==> config.mk <==
export PLATFORM = sky130hd
export DESIGN_NAME = mem_arbiter
export DESIGN_NICKNAME = d
export VERILOG_FILES = /design/src/rtl/mem_arb_pkg.sv /design/src/rtl/rr_pick3.sv /design/src/rtl/mem_arbiter.sv
export SDC_FILE = /design/constraint.sdc
export NUM_CORES = 1
export LEC_CHECK = 0
export CORE_UTILIZATION = 55
export DETAILED_ROUTE_END_ITERATION = 7
export DONT_BUFFER_PORTS = 1
export GPL_TIMING_DRIVEN = 0
export PLACE_DENSITY = 0.71
export SLEW_MARGIN = 40
export SYNTH_ARGS = -nofsm -noshare
export SYNTH_HDL_FRONTEND = slang
export SYNTH_SLANG_ARGS = --single-unit
export TNS_END_PERCENT = 1
==> constraint.sdc <==
create_clock -name clk -period 2.7 [get_ports clk]
set_input_delay 0.675 -clock clk [delete_from_list [all_inputs] [get_ports clk]]
set_output_delay 0.675 -clock clk [all_outputs]
set_load 0.02 [all_outputs]
==> src/rtl/mem_arb_pkg.sv <==
// Shared types and constants for the three-port memory arbiter.
// Port indices double as round-robin pointer values.
package mem_arb_pkg;

    localparam int DATA_W = 16;
    localparam int TAG_W  = 4;

    localparam logic [1:0] LOAD0 = 2'd0;
    localparam logic [1:0] LOAD1 = 2'd1;
    localparam logic [1:0] STORE = 2'd2;

    typedef enum logic [1:0] {
        IDLE  = 2'd0,
        ISSUE = 2'd1,
        WAIT  = 2'd2
    } arbState_t;

    function automatic logic [1:0] oneHotToIdx(input logic [2:0] oneHot);
        logic [1:0] idx;
        idx = LOAD0;
        if (oneHot[1]) idx = LOAD1;
        if (oneHot[2]) idx = STORE;
        return idx;
    endfunction

    // Pointer wraps 2 -> 0; the unused code 3 also maps back to 0.
    function automatic logic [1:0] nextPtr(input logic [1:0] ptr);
        return (ptr >= STORE) ? LOAD0 : ptr + 2'd1;
    endfunction

endpackage

==> src/rtl/rr_pick3.sv <==
// Combinational round-robin picker for three requesters.
// Search order is ptr, ptr+1, ptr+2 (mod 3); pointer value 3 behaves as 0.
module rr_pick3 (
    input  logic [2:0] i_req,
    input  logic [1:0] i_ptr,
    output logic [2:0] o_grant,
    output logic       o_valid
);

    always_comb begin
        o_grant = 3'b000;
        o_valid = |i_req;
        case (i_ptr)
            2'd1: begin
                if (i_req[1])      o_grant = 3'b010;
                else if (i_req[2]) o_grant = 3'b100;
                else if (i_req[0]) o_grant = 3'b001;
            end
            2'd2: begin
                if (i_req[2])      o_grant = 3'b100;
                else if (i_req[0]) o_grant = 3'b001;
                else if (i_req[1]) o_grant = 3'b010;
            end
            default: begin
                if (i_req[0])      o_grant = 3'b001;
                else if (i_req[1]) o_grant = 3'b010;
                else if (i_req[2]) o_grant = 3'b100;
            end
        endcase
    end

endmodule

==> src/rtl/mem_arbiter.sv <==
// Three-port memory arbiter: two load stations and one store station share a
// single memory; one transaction in flight, round-robin fairness, WAIT timeout.
module mem_arbiter
    import mem_arb_pkg::*;
#(
    parameter int TIMEOUT = 64
) (
    input  logic              clk,
    input  logic              reset,
    input  logic [2:0]        req,
    input  logic [DATA_W-1:0] reqAddr0,
    input  logic [DATA_W-1:0] reqAddr1,
    input  logic [DATA_W-1:0] reqAddr2,
    input  logic [2:0]        reqWe,
    input  logic [DATA_W-1:0] reqWdata2,
    input  logic [TAG_W-1:0]  reqTag0,
    input  logic [TAG_W-1:0]  reqTag1,
    input  logic [TAG_W-1:0]  reqTag2,
    output logic [2:0]        grant,
    output logic              memStart,
    output logic              memWe,
    output logic [DATA_W-1:0] memAddr,
    output logic [DATA_W-1:0] memWdata,
    input  logic              memReady,
    input  logic [DATA_W-1:0] memOut,
    output logic              respValid,
    output logic [DATA_W-1:0] respData,
    output logic [TAG_W-1:0]  respTag,
    output logic [1:0]        respPort,
    output logic              writeDone,
    output logic              busy,
    output logic              memErr
);

    localparam logic [7:0] LAST_WAIT = 8'(TIMEOUT - 1);

    arbState_t         r_state;
    logic [1:0]        r_rrPtr;
    logic [1:0]        r_winner;
    logic [TAG_W-1:0]  r_tag;
    logic [7:0]        r_waitCnt;
    logic [2:0]        r_grant;
    logic              r_memStart;
    logic              r_memWe;
    logic [DATA_W-1:0] r_memAddr;
    logic [DATA_W-1:0] r_memWdata;
    logic              r_respValid;
    logic [DATA_W-1:0] r_respData;
    logic [TAG_W-1:0]  r_respTag;
    logic [1:0]        r_respPort;
    logic              r_writeDone;
    logic              r_memErr;

    logic [2:0]        w_pickGrant;
    logic              w_pickValid;
    logic [1:0]        w_pickIdx;
    logic [DATA_W-1:0] w_selAddr;
    logic [TAG_W-1:0]  w_selTag;
    logic              w_selWe;
    logic [DATA_W-1:0] w_selWdata;

    rr_pick3 u_pick (
        .i_req   (req),
        .i_ptr   (r_rrPtr),
        .o_grant (w_pickGrant),
        .o_valid (w_pickValid)
    );

    assign w_pickIdx = oneHotToIdx(w_pickGrant);

    always_comb begin
        w_selAddr = reqAddr0;
        w_selTag  = reqTag0;
        w_selWe   = reqWe[0];
        case (w_pickIdx)
            LOAD1: begin
                w_selAddr = reqAddr1;
                w_selTag  = reqTag1;
                w_selWe   = reqWe[1];
            end
            STORE: begin
                w_selAddr = reqAddr2;
                w_selTag  = reqTag2;
                w_selWe   = reqWe[2];
            end
            default: ;
        endcase
    end

    // Only the store station carries write data; loads drive zero onto the bus.
    assign w_selWdata = (w_pickIdx == STORE && w_selWe) ? reqWdata2 : '0;

    always_ff @(posedge clk) begin
        if (reset) begin
            r_state     <= IDLE;
            r_rrPtr     <= LOAD0;
            r_winner    <= LOAD0;
            r_tag       <= '0;
            r_waitCnt   <= '0;
            r_grant     <= '0;
            r_memStart  <= 1'b0;
            r_memWe     <= 1'b0;
            r_memAddr   <= '0;
            r_memWdata  <= '0;
            r_respValid <= 1'b0;
            r_respData  <= '0;
            r_respTag   <= '0;
            r_respPort  <= '0;
            r_writeDone <= 1'b0;
            r_memErr    <= 1'b0;
        end else begin
            r_grant     <= '0;
            r_memStart  <= 1'b0;
            r_respValid <= 1'b0;
            r_writeDone <= 1'b0;
            r_memErr    <= 1'b0;
            case (r_state)
                IDLE: begin
                    if (w_pickValid) begin
                        r_state    <= ISSUE;
                        r_winner   <= w_pickIdx;
                        r_tag      <= w_selTag;
                        r_grant    <= w_pickGrant;
                        r_memStart <= 1'b1;
                        r_memWe    <= w_selWe;
                        r_memAddr  <= w_selAddr;
                        r_memWdata <= w_selWdata;
                    end
                end
                ISSUE: begin
                    r_state   <= WAIT;
                    r_waitCnt <= '0;
                end
                WAIT: begin
                    // A ready on the last counted cycle still wins over the timeout.
                    if (memReady || r_waitCnt == LAST_WAIT) begin
                        if (!memReady) begin
                            r_memErr   <= 1'b1;
                            r_respPort <= r_winner;
                        end else if (r_memWe) begin
                            r_writeDone <= 1'b1;
                        end else begin
                            r_respValid <= 1'b1;
                            r_respData  <= memOut;
                            r_respTag   <= r_tag;
                            r_respPort  <= r_winner;
                        end
                        r_state    <= IDLE;
                        r_rrPtr    <= nextPtr(r_winner);
                        r_waitCnt  <= '0;
                        r_memWe    <= 1'b0;
                        r_memAddr  <= '0;
                        r_memWdata <= '0;
                    end else begin
                        r_waitCnt <= r_waitCnt + 8'd1;
                    end
                end
                default: r_state <= IDLE;
            endcase
        end
    end

    assign grant     = r_grant;
    assign memStart  = r_memStart;
    assign memWe     = r_memWe;
    assign memAddr   = r_memAddr;
    assign memWdata  = r_memWdata;
    assign respValid = r_respValid;
    assign respData  = r_respData;
    assign respTag   = r_respTag;
    assign respPort  = r_respPort;
    assign writeDone = r_writeDone;
    assign memErr    = r_memErr;
    assign busy      = (r_state != IDLE);

endmodule

==> out/metrics.yaml, run 1 <==
syn_avg_cell_area_um2: 9.42
async_reset_ff_frac: 0
post-cts-setup-buffer-count: 0
peakVddDrop_mv: 0.379
grt_pass1_wl_mm: 11.1
fin_nets: 481
grt-busiest-layer: "met2"
drt-initial-drc-count: 77
dpl_worst_slack_ps: 251
syn-instance-count: 362
clock_path_buffers: 2
cts_max_level: 3
max_freq_mhz: 448
path_class: "register to register"
synth.yosys.seq_area_share: 0.470
cts_buffers: 9
start_util: 0.573
num_vias: 2595
ys.warnings.count: 0
drv_cap: 0
synth_flop_cell: "dfxtp_1"
pin_count: 164
clk_pin_slew_ps: 80
synth_edf_count: 0
clkSinkCount: 80
postRouteWirelength_mm: 7.47
setup_violations: 0
cts_tree: "yes"
yosysMostFrequentCell: "dfxtp_1"
slew_headroom: 0.605
hold_path.class: "input pin to register"
drtPass1Iterations: 4
power.density_nw_per_um2: 706
die_width_um: 80.8
diodes: 0
setup_slack_ps: 469
finClkSkew_ps: 9.73
crit_fanout: 10
die_y_um: 80.8
hold_violations: 0
placed_cell_area_um2: 3500
critPathArrivalTime_ps: 2470
netlist_top_cells_area: "dfxtp_1, nand2_1, mux2_4, o2bb2ai_1, nor2_1"
r2r_cells: 10
io_buffer_count: 0
end_kind: "register"
detail-route-antenna-nets: 0
syn_to_final_growth_pct: 8.84
clk_latency_ps: 350
grtUsageMet3: 0.0640
required_ps: 2940
drc: 0
yosysTopAreaCell: "dfxtp_1"
synthesis.nets: 470
hold_depth: 1
setup_tns_ps: 0
rows: 28
layout-drive-gt1-share: 0.127
cts_resized: 0
dieArea_um2: 6520
fin_crit_ps: 2230
post-route-period-util: 0.826
slew_violations: 0
syn_area_um2: 3410
hold-worst-slack_ps: 396
via_per_inst: 5.73
power_leakage_uw: 0.00143
grt_max_degree: 16
grt_pass1_vias: 2431
synth.distinct_cells: 42
clockRootBuffer: "clkbuf_8"
synthTopCellsByCount: "dfxtp_1, nand2_1, nor2_1, a21oi_1, o21ai_0"
grt_use_met2: 0.393
dpl.hpwl_mm: 5.55
ys_seq_elements: 80
synth_top_area_frac: 0.470
core_um2: 5960
globalRouteOverflowTotal: 0
place.gp.congestion: 0.756
final_cell_area_um2: 3710
rsz0062_at_grt: "false"
cp-start-kind: "register"
use_met1: 0.255
status: "completed"
antenna_found_initial: 0
track_usage: 0.227
cts_hold_buf: 0
worstMarginPinSlew_ps: 590
wl_per_cell_um: 16.5
-- per-stage QoR --
step	util	power (uW)	std cells
floorplan	-	1670	362
global placement	0.588	1740	437
detailed placement	0.588	1750	437
CTS	0.622	2640	453
global route	0.623	2740	453
finish	0.623	2620	453
-- cell type report --
type / count / area [um^2]
fill: 540 / 2240
multi-input combinational: 250 / 1650
sequential: 80 / 1600
buffer: 24 / 133
clock buffer: 9 / 124
tap: 75 / 93.8
clock inverter: 7 / 78.8
inverter: 8 / 30.0
-- worst paths after layout --
| kind | from | slack (ps) | endpoint |
|---|---|---|---|
| min reg2reg | r_tag[3] | 460 | respTag[3] |
| min | memReady | 400 | memErr |
| max | r_rrPtr[0] | 470 | memWdata[11] |
| max reg2reg | r_rrPtr[0] | 470 | memWdata[11] |
-- report_power, final --
group	total (uW)	internal, uW	switching, uW
Clock	895	438	457
Combinational	341	140	201
Sequential	1390	1260	127
Total	2620	1840	784
-- layer usage --
| layer | up-vias | part of all wire |
|---|---|---|
| met5 | - | 0 |
| met4 | 0 | 0.012 |
| met3 | 8 | 0.084 |
| met2 | 101 | 0.50 |
| met1 | 1201 | 0.41 |
| li1 | 1285 | - |
-- layout by cell type, fill, tap and decap left out, types with 3 or more instances in the layout --
cell type / count
nand2_1: 50
ha_1: 7
nor3b_1: 3
o21ai_0: 18
a21oi_1: 24
o211ai_1: 4
clkbuf_8: 9
nor3_1: 5
nand4b_1: 4
clkbuf_1: 14
o2bb2ai_1: 17
mux2_4: 12
mux2_2: 4
a22o_1: 16
dfxtp_1: 80
nand4_1: 3
buf_2: 4
buf_6: 3
mux2i_1: 11
nand3b_1: 5
inv_1: 8
xor2_1: 6
nor2_1: 39
-- critical path, cell delays in order, from the launching register on --
cell and delay (ps):
dfxtp_1 360, inv_1 50, ha_1 320, nand2b_1 140, a21oi_1 90, or2_2 290, clkbuf_1 170, and3_1 220
buf_4 160, buf_6 140, a22o_1 180
-- registers in the layout, indices dropped and copies added, names as in the netlist, 2 cells and up --
| name | flops |
|---|---|
| r_state | 2 |
| r_tag | 4 |
| memAddr | 16 |
| respPort | 2 |
| r_winner | 2 |
| r_waitCnt | 8 |
| memWdata | 16 |
| respTag | 4 |
| r_rrPtr | 2 |
| respData | 16 |
| grant | 3 |
-- kinds of logic after synthesis --
| logic type | Yosys count | synth area share |
|---|---|---|
| adder cells (fa/ha/maj) | 7 | 0.0257 |
| buffers and inverters | 32 | 0.0477 |
| AND/OR/NAND/NOR | 124 | 0.169 |
| flip-flops | 80 | 0.470 |
| XOR/XNOR | 7 | 0.0180 |
| AO/OA/AOI/OAI | 85 | 0.172 |
| multiplexers | 27 | 0.0983 |
Note: power is estimated with default switching activity, not from simulation.
==> inputs of run 2 (changes only) <==
clock period = 2.3 ns   (was 2.7 ns; I/O delays follow)
==> out/metrics.yaml, run 2 (synthesis gave the netlist of run 1 again) <==
via_per_inst: 5.77  # +0.72%
place_inst: 437  # unchanged
critPathMaxStageDelay_ps: 370  # about the same
cts_max_level: 3  # unchanged
start_util: 0.573  # unchanged
path_class: "register to register"
diodes: 0  # unchanged
io_buffer_count: 0  # unchanged
drtPass1Iterations: 4  # unchanged
hold_violations: 0  # unchanged
peakVddDrop_mv: 0.444  # +17%
crit_fanout: 10  # unchanged
mostFrequentLayoutCells: "dfxtp_1, nand2_1, nor2_1"
min_to: "memErr"
filler_cell_count: 540  # unchanged
grt_pass1_vias: 2431  # unchanged
clockRootBuffer: "clkbuf_8"
die_width_um: 80.8  # unchanged
globalRouteOverflowTotal: 0  # unchanged
die_y_um: 80.8  # unchanged
multiInputGateArea_um2: 1660  # +0.61%
clkSinkCount: 80  # unchanged
place.gp.congestion: 0.756  # unchanged
rsz0062_at_grt: "false"
wl_per_cell_um: 16.5  # +0.14%
drv_cap: 0  # unchanged
setup_slack_ps: 160  # -309 ps
worstMarginPinSlew_ps: 532  # -58.2 ps
utilization: 0.625  # +0.00126
hold-worst-slack_ps: 296  # -100 ps
core_um2: 5960  # unchanged
syn_to_final_growth_pct: 9.06
grt_max_degree: 16  # unchanged
hold_depth: 1  # unchanged
setup_violations: 0  # unchanged
drt-initial-drc-count: 65  # -16%
r2r_end: "memWdata[11]"
layout.cells.non_filler: 452  # -0.22%
status: "completed"
regArea_um2: 1600  # unchanged
fin_crit_ps: 2140  # -90.9 ps
postRouteWirelength_mm: 7.46  # about the same
fin_nets: 480  # -0.21%
clock_path_buffers: 2  # unchanged
dieArea_um2: 6520  # unchanged
r2r_cells: 9  # -1
rows: 28  # unchanged
cpMaxStageDelayCell: "or2_2"
crit_chain: "inv_1, ha_1, nand2b_1, a21oi_1, or2_2, and3_1, buf_4, buf_6, a22o_1"
slew_headroom: 0.644  # +0.0383
required_ps: 2540  # -400 ps
power.density_nw_per_um2: 827  # +17%
post-route-period-util: 0.931  # +0.104
antenna_found_initial: 0  # unchanged
power_leakage_uw: 0.00143  # +0.27%
slew_violations: 0  # unchanged
pin_count: 164  # unchanged
worst-r2r-setup-slack_ps: 160  # -310 ps
num_vias: 2608  # +0.50%
cp-start-kind: "register"
critPathArrivalTime_ps: 2380  # -90 ps
track_usage: 0.227  # unchanged
dpl.hpwl_mm: 5.55  # unchanged
timing.rr.start: "r_rrPtr[0]"
hold_path.startpoint: "memReady"
drc: 0  # unchanged
dpl_worst_slack_ps: -48.5  # -300 ps
grt_pass1_wl_mm: 11.1  # unchanged
finalPower_uw: 3080  # +17%
clk_latency_ps: 350  # about the same
finClkSkew_ps: 10.2  # +0.449 ps
max_freq_mhz: 467  # +4.2%
detail-route-antenna-nets: 0  # unchanged
hold_path.class: "input pin to register"
mostFrequentLayoutCell: "dfxtp_1"
end_kind: "register"
cts_tree: "yes"
clk_pin_slew_ps: 80  # about the same
layout-drive-gt1-share: 0.133  # +0.00564
cts_buffers: 9  # unchanged
cts_hold_buf: 0  # unchanged
[run 2: area by class of cell]
class | instances | area share
Clock inverter | 7 | 0.0212
Multi-Input combinational cell | 250 | 0.447
Buffer | 23 | 0.0350
Inverter | 8 | 0.00807
Sequential cell | 80 | 0.431
Tap cell | 75 | 0.0252
Clock buffer | 9 | 0.0333
[run 2: how the worst max path moves through the flow]
stage                     from  slack [ps]      endpoint
floorplan           r_rrPtr[0]         300  memWdata[13]
global placement         reset         -40  memWdata[13]
detailed placement       reset         -50  memWdata[11]
CTS                 r_state[0]          50  memWdata[11]
global route        r_rrPtr[0]          50         memWe
finish              r_rrPtr[0]         160  memWdata[11]
[run 2: repair_timing]
action	in CTS	in global routing
setup buffers	0	0
endpoints found under the setup margin	0	30
endpoints found under the hold margin	0	0
resized for setup	0	4
[run 2: critical path, delay by kind of cell (launching register included)]
family / cells / cell delay [ps]
and+or+nand+nor: 3 / 720
AOI/OAI and AO/OA: 2 / 290
buffers and inverters: 3 / 350
adders and majority gates: 1 / 320
DFF: 1 / 360
[run 2: layer usage]
layer  up-vias  track usage  wire [um]
li1       1286            -          -
met1      1212        0.255       3030
met3         9       0.0640        619
met5         -            0          0
met2       101        0.393       3720
met4         0        0.111         91
[run 2: power by group]
part	switching, uW	total, uW	internal [uW]	leakage, uW
clock	532	1050	514	0.0000982
sequential	149	1630	1480	0.000651
combinational	238	405	166	0.000686
total	919	3080	2160	0.00143
[run 2: through the flow]
stage                     instance area [um^2]  TNS, ps
final                                     3720        0
after global placement                    3500     -289
after detailed placement                  3500     -455
after floorplan                           3410        0
after global routing                      3720        0
after CTS                                 3710        0
==> inputs of run 3 (changes only) <==
CAP_MARGIN = 20   (was default)
HOLD_SLACK_MARGIN = 0.15   (was default)
SLEW_MARGIN = default   (was 40)
==> results of run 3 <==
Same layout as run 2: the final DEF is identical, and so are final timing and power.
